### config.mk
export PLATFORM = sky130hd
export DESIGN_NAME = pipe_stage_reg_flat
export DESIGN_NICKNAME = d
export VERILOG_FILES = /design/src/rtl/pipe_stage_reg_if.sv /design/src/rtl/pipe_stage_reg.sv /design/src/flat_wrapper.sv
export SDC_FILE = /design/constraint.sdc
export NUM_CORES = 1
export LEC_CHECK = 0
export ABC_AREA = 1
export BUFFER_PORTS_ARGS = -buffer_cell sky130_fd_sc_hd__buf_4
export CORE_UTILIZATION = 26
export DETAILED_ROUTE_END_ITERATION = 7
export PLACE_DENSITY_LB_ADDON = 0.08
export SLEW_MARGIN = 10
export SYNTH_ARGS = -nofsm -noshare
export SYNTH_HDL_FRONTEND = slang
export SYNTH_SLANG_ARGS = --single-unit
### constraint.sdc
create_clock -name clk -period 1.6 [get_ports clk]
set_input_delay 0.16 -clock clk [delete_from_list [all_inputs] [get_ports clk]]
set_output_delay 0.16 -clock clk [all_outputs]
set_load 0.005 [all_outputs]
### src/rtl/pipe_stage_reg_if.sv
// rtl/pipe_stage_reg_if.sv - valid/ready handshake bundle for the pipe_stage_reg input and output sides
interface pipe_stage_reg_if #(
    parameter int DATA_W = 64
);
    logic              in_valid;
    logic [DATA_W-1:0] in_data;
    logic              in_ready;
    logic              out_valid;
    logic [DATA_W-1:0] out_data;
    logic              out_ready;

    modport slave (
        input  in_valid,
        input  in_data,
        input  out_ready,
        output in_ready,
        output out_valid,
        output out_data
    );

    modport master (
        output in_valid,
        output in_data,
        output out_ready,
        input  in_ready,
        input  out_valid,
        input  out_data
    );
endinterface

### src/rtl/pipe_stage_reg.sv
// rtl/pipe_stage_reg.sv - skid-buffered pipeline register with flush; stall/flush counters under PIPE_STAGE_PERF_EN
module pipe_stage_reg #(
    parameter int DATA_W = 64,
    parameter int CNT_W  = 16
) (
    input  logic             clk,
    input  logic             startin,
    input  logic             flush,
    pipe_stage_reg_if.slave  bus,
    output logic [CNT_W-1:0] stall_cnt,
    output logic [CNT_W-1:0] flush_cnt
);
    typedef enum logic [1:0] {
        EMPTY = 2'd0,
        ONE   = 2'd1,
        FULL  = 2'd2
    } state_t;

    state_t            state;
    logic [DATA_W-1:0] main_q;
    logic [DATA_W-1:0] skid_q;
    logic              accept;
    logic              consume;

    // Handshake outputs decode the state register only, so in_ready never depends on out_ready.
    assign bus.out_valid = (state != EMPTY);
    assign bus.in_ready  = (state != FULL);
    assign bus.out_data  = main_q;

    assign accept  = bus.in_valid & bus.in_ready;
    assign consume = bus.out_valid & bus.out_ready;

    always_ff @(posedge clk) begin
        if (startin) begin
            state  <= EMPTY;
            main_q <= '0;
            skid_q <= '0;
        end else if (flush) begin
            state  <= EMPTY;
            main_q <= '0;
            skid_q <= '0;
        end else begin
            case (state)
                EMPTY: begin
                    if (accept) begin
                        state  <= ONE;
                        main_q <= bus.in_data;
                    end
                end
                ONE: begin
                    if (accept && consume) begin
                        main_q <= bus.in_data;
                    end else if (consume) begin
                        // main keeps its last value after draining
                        state <= EMPTY;
                    end else if (accept) begin
                        state  <= FULL;
                        skid_q <= bus.in_data;
                    end
                end
                FULL: begin
                    if (consume) begin
                        state  <= ONE;
                        main_q <= skid_q;
                    end
                end
                default: begin
                    state <= EMPTY;
                end
            endcase
        end
    end

`ifdef PIPE_STAGE_PERF_EN
    always_ff @(posedge clk) begin
        if (startin) begin
            stall_cnt <= '0;
            flush_cnt <= '0;
        end else begin
            if (bus.out_valid && !bus.out_ready && !flush && (stall_cnt != '1))
                stall_cnt <= stall_cnt + 1'b1;
            if (flush && bus.out_valid && (flush_cnt != '1))
                flush_cnt <= flush_cnt + 1'b1;
        end
    end
`else
    assign stall_cnt = '0;
    assign flush_cnt = '0;
`endif
endmodule

### src/flat_wrapper.sv
// flat-port wrapper written by rule: the top's interface ports become plain ports
module pipe_stage_reg_flat 
#(
    parameter int DATA_W = 64,
    parameter int CNT_W  = 16
)
  (clk, startin, flush, stall_cnt, flush_cnt, bus_in_valid, bus_in_data, bus_out_ready, bus_in_ready, bus_out_valid, bus_out_data);
  pipe_stage_reg_if #(.DATA_W(DATA_W)) bus_i ();
  input  logic clk;
  input  logic startin;
  input  logic flush;
  output logic [CNT_W-1:0] stall_cnt;
  output logic [CNT_W-1:0] flush_cnt;
  input wire logic [$bits(bus_i.in_valid)-1:0] bus_in_valid;
  input wire logic [$bits(bus_i.in_data)-1:0] bus_in_data;
  input wire logic [$bits(bus_i.out_ready)-1:0] bus_out_ready;
  output wire logic [$bits(bus_i.in_ready)-1:0] bus_in_ready;
  output wire logic [$bits(bus_i.out_valid)-1:0] bus_out_valid;
  output wire logic [$bits(bus_i.out_data)-1:0] bus_out_data;
  assign bus_i.in_valid = bus_in_valid;
  assign bus_i.in_data = bus_in_data;
  assign bus_i.out_ready = bus_out_ready;
  assign bus_in_ready = bus_i.in_ready;
  assign bus_out_valid = bus_i.out_valid;
  assign bus_out_data = bus_i.out_data;
  pipe_stage_reg #(.DATA_W(DATA_W), .CNT_W(CNT_W)) u_core (.clk(clk), .startin(startin), .flush(flush), .bus(bus_i), .stall_cnt(stall_cnt), .flush_cnt(flush_cnt));
endmodule
==> reports/results.tsv, run 1 <==
metric	value	unit
Avg Synthesized Cell Area	5.91	sq um
latest clock arrival within the worst-skew pair	0.41	ns
Hold Buf Count CTS	0	
Die Ht	158	microns
Leakage Power	4.25	nW
Max-cap violations	0	
Final HPWL DP	10.3	mm
final net count	1257	
worst endpoint required time	1.44	ns
mean number of vias per cell	3.82	
PortBufs	134	
vias in the first global route	5255	
FF+latch count, synth	130	
most frequent cells in the layout	nand2_1, nor2_1, buf_4, inv_1, dfxtp_1	
clock buffer depth	2	
Routed WL	16.7	mm
Yosys warning count	0	
pwr dens	1050	nW/um^2
crit path DAT	1.31	ns
via count	5807	
commonest non-fill, non-tap cell in the layout	nand2_1	
htree depth	4	
Max IR drop VDD	0.584	mV
FF-to-FF path depth	7	
Final min period	1.47	ns
sequential-to-total area share from yosys stat	0.411	
post-route ant nets	0	
DR DRC count	0	
GR Overflow Total	0	
nature of the critical path startpoint	register	
core area	23700	sq um
reg-to-reg endpoint	u_core.skid_q[43]	
setup TNS	0	ns
Placer Congestion	0.692	
Worst setup startpoint	u_core.state[0]	
Hold Vio Cnt, Final	0	
Post-DP Area	7650	sq um
Initial Utilization	0.268	
Finished Layout Cells	1520	
Worst Hold Class	input pin to register	
clock sink count	130	
hold depth	4	
clock-pin slew on the worst setup and hold paths	0.06	ns
critical path endpoint category	primary output	
final worst clock skew	0.00710	ns
total CTS buffers	17	
Yosys top cell area share	0.411	
post-synth cell types	14	
initial antenna violation count	0	
R2R Path Start	u_core.state[1]	
final period utilization	0.917	
outcome	finished, final reports clean	
Worst R2R Setup Slack	0.17	ns
Max Fclk	681	MHz
CTS tree	done	
CTS Root Cell	clkbuf_16	
IO Pins	167	
Cell Area, Synth	6340	sq um
fill cell count	2694	
post-CTS setup buffers	0	
CP max FO	17	
die width	158	microns
final instance area	8390	sq um
die area	25000	sq um
largest net degree at the start of global routing	69	
DRT Pass-1 Iters	4	
synthesis-to-finish area growth	32.5	%
GRT Total Usage	0.137	
first-pass GRT wire length	26.7	mm
Crit Path Class	register to primary output	
Diodes inserted	0	
CP endpoint	bus_in_ready	
Wirelength per Cell	11.0	microns
row cnt	56	
Synth area leaders	dfxtp_1, nand2_1, nor2_1	
Final Setup Violations	0	
leading area contributor after synthesis	dfxtp_1	
layout cells sized above 1	0.157	
1st-iter DRT viols	300	
placed cells	1486	
Gate Count Post-Synth	1073	
RSZ-0062 raised after global routing	false	
Slew Limit Fails	0	
## flip-flops by register name (all words and copies together), names as in the netlist
register / flops
u_core.state: 2
u_core.bus.out_data: 64
u_core.skid_q: 64
## per-layer routing
| layer | wire (microns) | GRT usage |
|---|---|---|
| met5 | 0 | 0 |
| met2 | 7260 | 0.217 |
| met1 | 8380 | 0.181 |
| met4 | 179 | 0.0449 |
| met3 | 848 | 0.0348 |
## stage by stage
stage	power, mW	utilization	hold WS (ns)	setup slack, ns
floorplan	4.00	-	0.317	0.425
global placement	4.37	0.323	0.458	0.161
detailed placement	4.37	0.323	0.457	0.173
CTS	8.96	0.353	0.0165	0.00932
global route	9.23	0.354	0.0436	0.0202
finish	8.77	0.354	0.0378	0.132
## critical path, cell delays in order, from the launching register on
cell     delay (ns)
dfxtp_1        0.37
inv_2          0.07
nand2_4        0.12
buf_12         0.20
buf_4          0.13
## cells in the mapped netlist
library cell and n:
nand2_2 1, dfxtp_1 130, o21ai_0 1, buf_2 37
a21oi_1 2, inv_1 130, nand3_1 2, buf_4 37
inv_2 3, nand2_1 457, nor2_1 259, conb_1 1
clkbuf_1 10, buf_1 3
## report_power, final
part	switching [mW]	total, mW	internal [mW]
combinational	0.481	0.902	0.420
sequential	0.0500	3.38	3.33
clock	1.51	4.49	2.98
## how the worst min path moves through the flow
stage,start,to
2_1_floorplan,bus_out_ready,u_core.state[1]
3_3_place_gp,bus_out_ready,u_core.state[1]
3_5_place_dp,bus_out_ready,u_core.state[1]
4_1_cts,bus_out_ready,u_core.state[1]
5_1_grt,bus_in_data[12],u_core.skid_q[12]
6_report,bus_out_ready,u_core.state[1]
## repair_timing
action / CTS / global route
cloned: 1 / 1
setup endpoints to repair: 1 / 2
resized for setup: 0 / 2
## logic make-up (layout without fill, tap and decap cells)
| group | Yosys count | in the layout | share of synthesized area |
|---|---|---|---|
| compound gates | 3 | 3 | 0.00237 |
| flops | 130 | 130 | 0.411 |
| other cells | 1 | 32 | 0.000592 |
| buf+inv | 220 | 317 | 0.160 |
| simple gates | 719 | 719 | 0.427 |
## cell type report
type                            count  area (sq um)  share of cell area
Timing Repair Buffer              152          1350               0.161
Clock buffer                       20           447              0.0532
Tap cell                          319           399              0.0475
Multi-Input combinational cell    754          2870               0.341
Clock inverter                     12           230              0.0274
Inverter                          133           499              0.0595
Sequential cell                   130          2600               0.310
Power figures use the tool's default switching activity.
==> inputs of run 2 (changes only) <==
- ABC_AREA: 1 -> not set
==> run 2 against run 1 <==
  * First-iteration DRC count shrank 38%
  * Via count is 12% lower
  * Combinational power rose by 0.7%
  * Fmax fell by 3.4%
  * Synthesized cell count fell by 41%
  * Critical path depth grew 2
  * Cell area is 2.3% lower
  * Sequential share of layout area rose by 0.76 points
  * Global-route usage up 2.3 points
  * Hold slack got worse by 0.019 ns
  * Cell count is 28% lower
  * Critical path type is now input pin to register
==> reports/results.tsv, run 2 <==
metric	value	unit	change
Yosys top cell area share	0.450		+0.0397
die width	151	microns	-4.4%
final period utilization	0.950		+0.0328
PortBufs	134		unchanged
Slew HR	0.653		
worst endpoint required time	1.91	ns	+0.47 ns
synthesis-to-finish area growth	41.9	%	
IO Pins	167		unchanged
post-layout util	0.376		+0.0214
reg-to-reg endpoint	u_core.bus.out_data[33]		
sequential-to-total area share from yosys stat	0.450		+0.0397
Worst R2R Setup Slack	0.10	ns	-0.07 ns
clock buffer depth	2		unchanged
crit-path max cell delay	0.55	ns	+0.18 ns
R2R Path Start	u_core.state[0]		
Final Setup Violations	0		unchanged
FF-to-FF path depth	4		-3
Placer Congestion	0.694		+0.26%
Crit Path Class	input pin to register		
mean number of vias per cell	4.68		+22%
FF+latch count, synth	130		unchanged
Wirelength per Cell	16.0	microns	+46%
Sw Share	0.231		-0.00265
setup TNS	0	ns	unchanged
worst slew pin tran	0.520	ns	
Setup WS post-layout	0.0800	ns	-0.0524 ns
Avg Synthesized Cell Area	9.19	sq um	+56%
Worst Hold Class	input pin to register		
critical path endpoint category	register		
Leakage Power	3.56	nW	-16%
sequential power share	0.406		+0.021
1st-iter DRT viols	187		-38%
crit path buf inv count	3		unchanged
clock sink count	130		unchanged
fill cell count	2194		-19%
nature of the critical path startpoint	input pin		
hold_sp	bus_in_data[28]		
Hold Vio Cnt, Final	0		unchanged
placed cells	1002		-33%
most frequent cells after synthesis	dfxtp_1, nand2_1, a211oi_1		
latest clock arrival within the worst-skew pair	0.41	ns	about the same
final instance area	8200	sq um	-2.3%
CP Cell Sequence	dlygate4sd3_1, buf_4, and3b_2, a21o_2, buf_4, a211oi_1		
Initial Utilization	0.265		-0.00278
GRT Total Usage	0.160		+0.0228
final net count	871		-31%
Final HPWL DP	11.3	mm	+9.7%
DRT Pass-1 Iters	6		+2
row cnt	54		-3.6%
Largest delay share family, worst path	buffers and inverters		
EDFF count, synth	0		unchanged
Max-cap violations	0		unchanged
Finished Layout Cells	1095		-28%
outcome	finished, final reports clean		
Hold EP	u_core.skid_q[28]		
GR Overflow Total	0		unchanged
vias in the first global route	4933		-6.1%
Int Pwr	6.41	mW	-4.7%
pre-CTS WS	-0.0189	ns	-0.192 ns
total power	8.33	mW	-5.0%
core area	21800	sq um	-7.9%
crit path DAT	1.83	ns	+0.52 ns
combinational group share of total power	0.109		+0.006
Fin Hold WS	0.0192	ns	-0.0187 ns
Critical Path Most Common Cell	buf_4		
Synth area leaders	dfxtp_1, a211oi_1, mux2i_1		
Cell Area, Synth	5780	sq um	-8.8%
Post-DP Area	6980	sq um	-8.8%
post-route ant nets	0		unchanged
final worst clock skew	0.00535	ns	-0.00175 ns
Post-synth ARST share	0		unchanged
hold depth	3		-1
DR DRC count	0		unchanged
CP max FO	20		+3
Die Ht	151	microns	-4.4%
post-synth cell types	23		+9
Max Fclk	658	MHz	-3.4%
htree depth	4		unchanged
largest net degree at the start of global routing	40		-42%
CTS tree	done		
pwr dens	1020	nW/um^2	-2.8%
RSZ-0062 raised after global routing	false		
sw power	1.92	mW	-6.1%
Clk network pwr share	0.485		-0.027
leading area contributor after synthesis	dfxtp_1		
Max IR drop VDD	0.638	mV	+9.3%
Final min period	1.52	ns	+0.0524 ns
Gate Count Post-Synth	629		-41%
Yosys warning count	0		unchanged
initial antenna violation count	0		unchanged
commonest non-fill, non-tap cell in the layout	buf_4		
total CTS buffers	17		unchanged
via count	5122		-12%
first-pass GRT wire length	27.8	mm	+4.2%
layout cells sized above 1	0.254		+0.0966
die area	22800	sq um	-8.7%
Slew Limit Fails	0		unchanged
most frequent cells in the layout	buf_4, nand2_1, dfxtp_1, a211oi_1, a21oi_1		
Crit-path slowest cell	dlygate4sd3_1		
clock-pin slew on the worst setup and hold paths	0.06	ns	about the same
Routed WL	17.6	mm	+5.3%
ys flop type	dfxtp_1		
Diodes inserted	0		unchanged
CTS Root Cell	clkbuf_16		
-- run 2: cell count changes after synthesis, sizes merged, moves of 2 or more --
cell / change
a211oi: +129
a21o: +2
a21oi: +63
buf: +2
clkbuf: +8
inv: -133
mux2i: +64
nand2: -328
nand2b: +2
nand3: -2
nor2: -259
or2: +2
-- run 2: final cells by class --
| cell class | instances | area, sq um | share of cell area |
|---|---|---|---|
| Tap cell | 280 | 350 | 0.0427 |
| Multi-Input combinational cell | 433 | 2710 | 0.330 |
| Sequential cell | 130 | 2610 | 0.318 |
| Clock inverter | 10 | 130 | 0.0159 |
| Clock buffer | 22 | 484 | 0.0590 |
| Timing Repair Buffer | 220 | 1930 | 0.235 |
-- run 2: worst max path at each step --
stage,slack [ns],endpoint,start,depth (start not counted)
6_report,0.08,u_core.bus.out_data[33],bus_out_ready,6
5_1_grt,0.02,u_core.bus.out_data[33],bus_out_ready,6
4_1_cts,0.02,u_core.skid_q[57],bus_out_ready,6
3_5_place_dp,-0.02,u_core.skid_q[57],u_core.state[0],4
3_3_place_gp,0.04,u_core.skid_q[60],u_core.state[1],4
2_1_floorplan,0.26,u_core.bus.out_data[23],u_core.state[0],5
-- run 2: cell families (layout without fill, tap and decap cells) --
group | count (synthesis) | after routing | synth area share
AO/OA/AOI/OAI | 197 | 197 | 0.230
other | 1 | 32 | 0.000649
AND/OR/NAND/NOR | 140 | 140 | 0.0981
flip-flops | 130 | 130 | 0.450
multiplexers | 64 | 64 | 0.111
buffers and inverters | 97 | 252 | 0.110
-- run 2: per-layer routing --
metal  share of wire  up-vias  GRT usage
li1                -     2537          -
met1            0.47     2457      0.212
met2            0.48      119      0.259
met3           0.045        9     0.0410
met4          0.0081        0     0.0380
met5               0        -          0
-- run 2: repair_timing --
item	CTS	global route
setup buffers	2	2
pin swaps	0	1
hold endpoints to repair	57	0
hold buffers	57	0
setup endpoints to repair	23	51
gates resized for setup	2	2
-- run 2: worst register-to-register path: stages (launching register included) --
cell and delay [ns]:
dfxtp_2 0.42, and3b_2 0.27, a21o_2 0.23, buf_4 0.22, a211oi_1 0.26
-- run 2: power groups by stage --
stage	Clock (mW)	Combinational [mW]	Sequential, mW
after floorplan	0	0.437	3.44
after global placement	0	0.789	3.45
after detailed placement	0	0.801	3.45
after CTS	4.16	0.916	3.39
after global routing	4.31	0.998	3.39
final	4.04	0.908	3.38
==> inputs of run 3 (changes only) <==
- clock period: 1.6 -> 1.3 ns (I/O delays scaled with it)
==> run 3 against run 2 <==
  * The flow now finishes with violations (setup timing)
  * Total power rose by 30%
  * Sequential share of layout area fell by 5.3 points
  * Hold slack improved by 0.080 ns
  * Global-route usage rose by 2.3 points
  * Wire length rose by 23%
  * Sequential cell count did not move
  * Combinational power rose by 81%
  * Die area did not move
  * Cell count rose by 3.8%
  * Critical path type is now register to register
==> reports/results.tsv, run 3 (synthesis results as in run 2) <==
metric	value	unit	change
outcome	complete, but fails checks		
failing checks	setup timing		
Sw Share	0.241		+0.0101
R2R Path Start	u_core.state[0]		
largest net degree at the start of global routing	44		+10%
post-route ant nets	0		unchanged
die width	151	microns	unchanged
initial antenna violation count	0		unchanged
Fin Hold WS	0.0994	ns	+0.0802 ns
PortBufs	134		unchanged
sw power	2.60	mW	+35%
worst endpoint required time	1.64	ns	-0.27 ns
nature of the critical path startpoint	register		
pre-CTS WS	-0.145	ns	-0.126 ns
setup TNS	-11.89	ns	-11.89 ns
commonest non-fill, non-tap cell in the layout	buf_4		
Hold Vio Cnt, Final	0		unchanged
htree depth	4		unchanged
core area	21800	sq um	unchanged
Die Ht	151	microns	unchanged
clock sink count	130		unchanged
mean number of vias per cell	4.83		+3.2%
Worst Hold Class	input pin to register		
reg-to-reg endpoint	u_core.bus.out_data[34]		
Crit Path Class	register to register		
Worst R2R Setup Slack	-0.17	ns	-0.27 ns
GRT Total Usage	0.183		+0.0227
DRT Pass-1 Iters	6		unchanged
Final min period	1.47	ns	
Max IR drop VDD	0.901	mV	+41%
total CTS buffers	17		unchanged
DR DRC count	0		unchanged
most frequent cells in the layout	buf_4, dfxtp_1, nand2_1, a211oi_2, dlygate4sd3_1		
Wirelength per Cell	19.0	microns	+18%
Clk network pwr share	0.462		-0.023
latest clock arrival within the worst-skew pair	0.42	ns	about the same
RSZ-0062 raised after global routing	true		
Final HPWL DP	11.0	mm	-2.2%
die area	22800	sq um	unchanged
final worst clock skew	0.00526	ns	-0.0000904 ns
post-layout util	0.452		+0.0761
total power	10.8	mW	+30%
Setup WS post-layout	-0.165	ns	-0.245 ns
CTS Root Cell	clkbuf_16		
1st-iter DRT viols	200		+7.0%
CP max FO	6		-70%
row cnt	54		unchanged
final net count	913		+4.8%
combinational group share of total power	0.152		+0.043
crit path DAT	1.81	ns	-0.02 ns
pwr dens	1100	nW/um^2	+7.8%
Worst setup startpoint	u_core.state[0]		
clock-pin slew on the worst setup and hold paths	0.06	ns	about the same
CP endpoint	u_core.bus.out_data[34]		
Placer Congestion	0.712		+2.6%
vias in the first global route	5375		+9.0%
Final Setup Violations	131		+131
final period utilization	1.13		
Routed WL	21.6	mm	+23%
GR Overflow Total	0		unchanged
first-pass GRT wire length	31.1	mm	+12%
Initial Utilization	0.265		unchanged
clock buffer depth	2		unchanged
synthesis-to-finish area growth	70.7	%	
Slew Limit Fails	0		unchanged
Max Fclk	683	MHz	
CTS tree	done		
Max-cap violations	0		unchanged
IO Pins	167		unchanged
layout cells sized above 1	0.446		+0.192
Leakage Power	4.03	nW	+13%
via count	5488		+7.1%
sequential power share	0.387		-0.019
Diodes inserted	0		unchanged
FF-to-FF path depth	5		+1
Int Pwr	8.20	mW	+28%
critical path endpoint category	register		
[run 3: repair_timing]
item,4_1_cts,5_1_grt
pin swaps,20,20
resized for setup,120,79
hold endpoints to repair,65,0
setup endpoints to repair,131,132
buffers inserted,15,3
cloned,14,9
hold buffers,65,0
[run 3: metal layers]
metal  wire length [microns]  part of all wire  vias up  track usage
met2                   10700              0.50      140        0.308
met5                       0                 0        -            0
met1                    9560              0.44     2695        0.228
li1                        -                 -     2629            -
met3                     930             0.043       24       0.0386
met4                     386             0.018        0       0.0675
[run 3: worst min path at each step]
stage	start	endpoint	slack (ns)	cells past startpoint
6_report	bus_in_valid	u_core.state[0]	0.1	4
5_1_grt	bus_in_valid	u_core.state[0]	0.10	4
4_1_cts	bus_in_valid	u_core.state[0]	0.07	4
3_5_place_dp	bus_out_ready	u_core.state[1]	0.38	2
3_3_place_gp	bus_out_ready	u_core.state[1]	0.38	2
2_1_floorplan	bus_out_ready	u_core.state[1]	0.21	1
[run 3: power groups by stage]
stage / clock, mW / combinational (mW) / sequential (mW)
6_report: 4.98 / 1.64 / 4.18
5_1_grt: 5.32 / 1.75 / 4.19
4_1_cts: 5.11 / 1.47 / 4.17
3_5_place_dp: 0 / 1.01 / 4.25
3_3_place_gp: 0 / 0.995 / 4.24
2_1_floorplan: 0 / 0.538 / 4.24
[run 3: final cells by class]
class	instances	area, sq um
clock inverter	9	128
multi-input combinational	433	3440
sequential	130	2610
timing repair buffer	262	2840
tap	280	350
clock buffer	23	488
fill	2073	12000
[run 3: worst max-delay path, cell delays in order (launching register included)]
cell and delay [ns]:
dfxtp_4 0.39, and3b_2 0.25, a21o_4 0.25, buf_4 0.16, buf_6 0.13, a211oi_2 0.20
[run 3: through the flow]
| step | cell area [sq um] | instances |
|---|---|---|
| 2_1_floorplan | 5890 | 660 |
| 4_1_cts | 9360 | 1128 |
| 3_5_place_dp | 7040 | 1002 |
| 5_1_grt | 9860 | 1137 |
| 6_report | 9860 | 1137 |
| 3_3_place_gp | 7040 | 1002 |
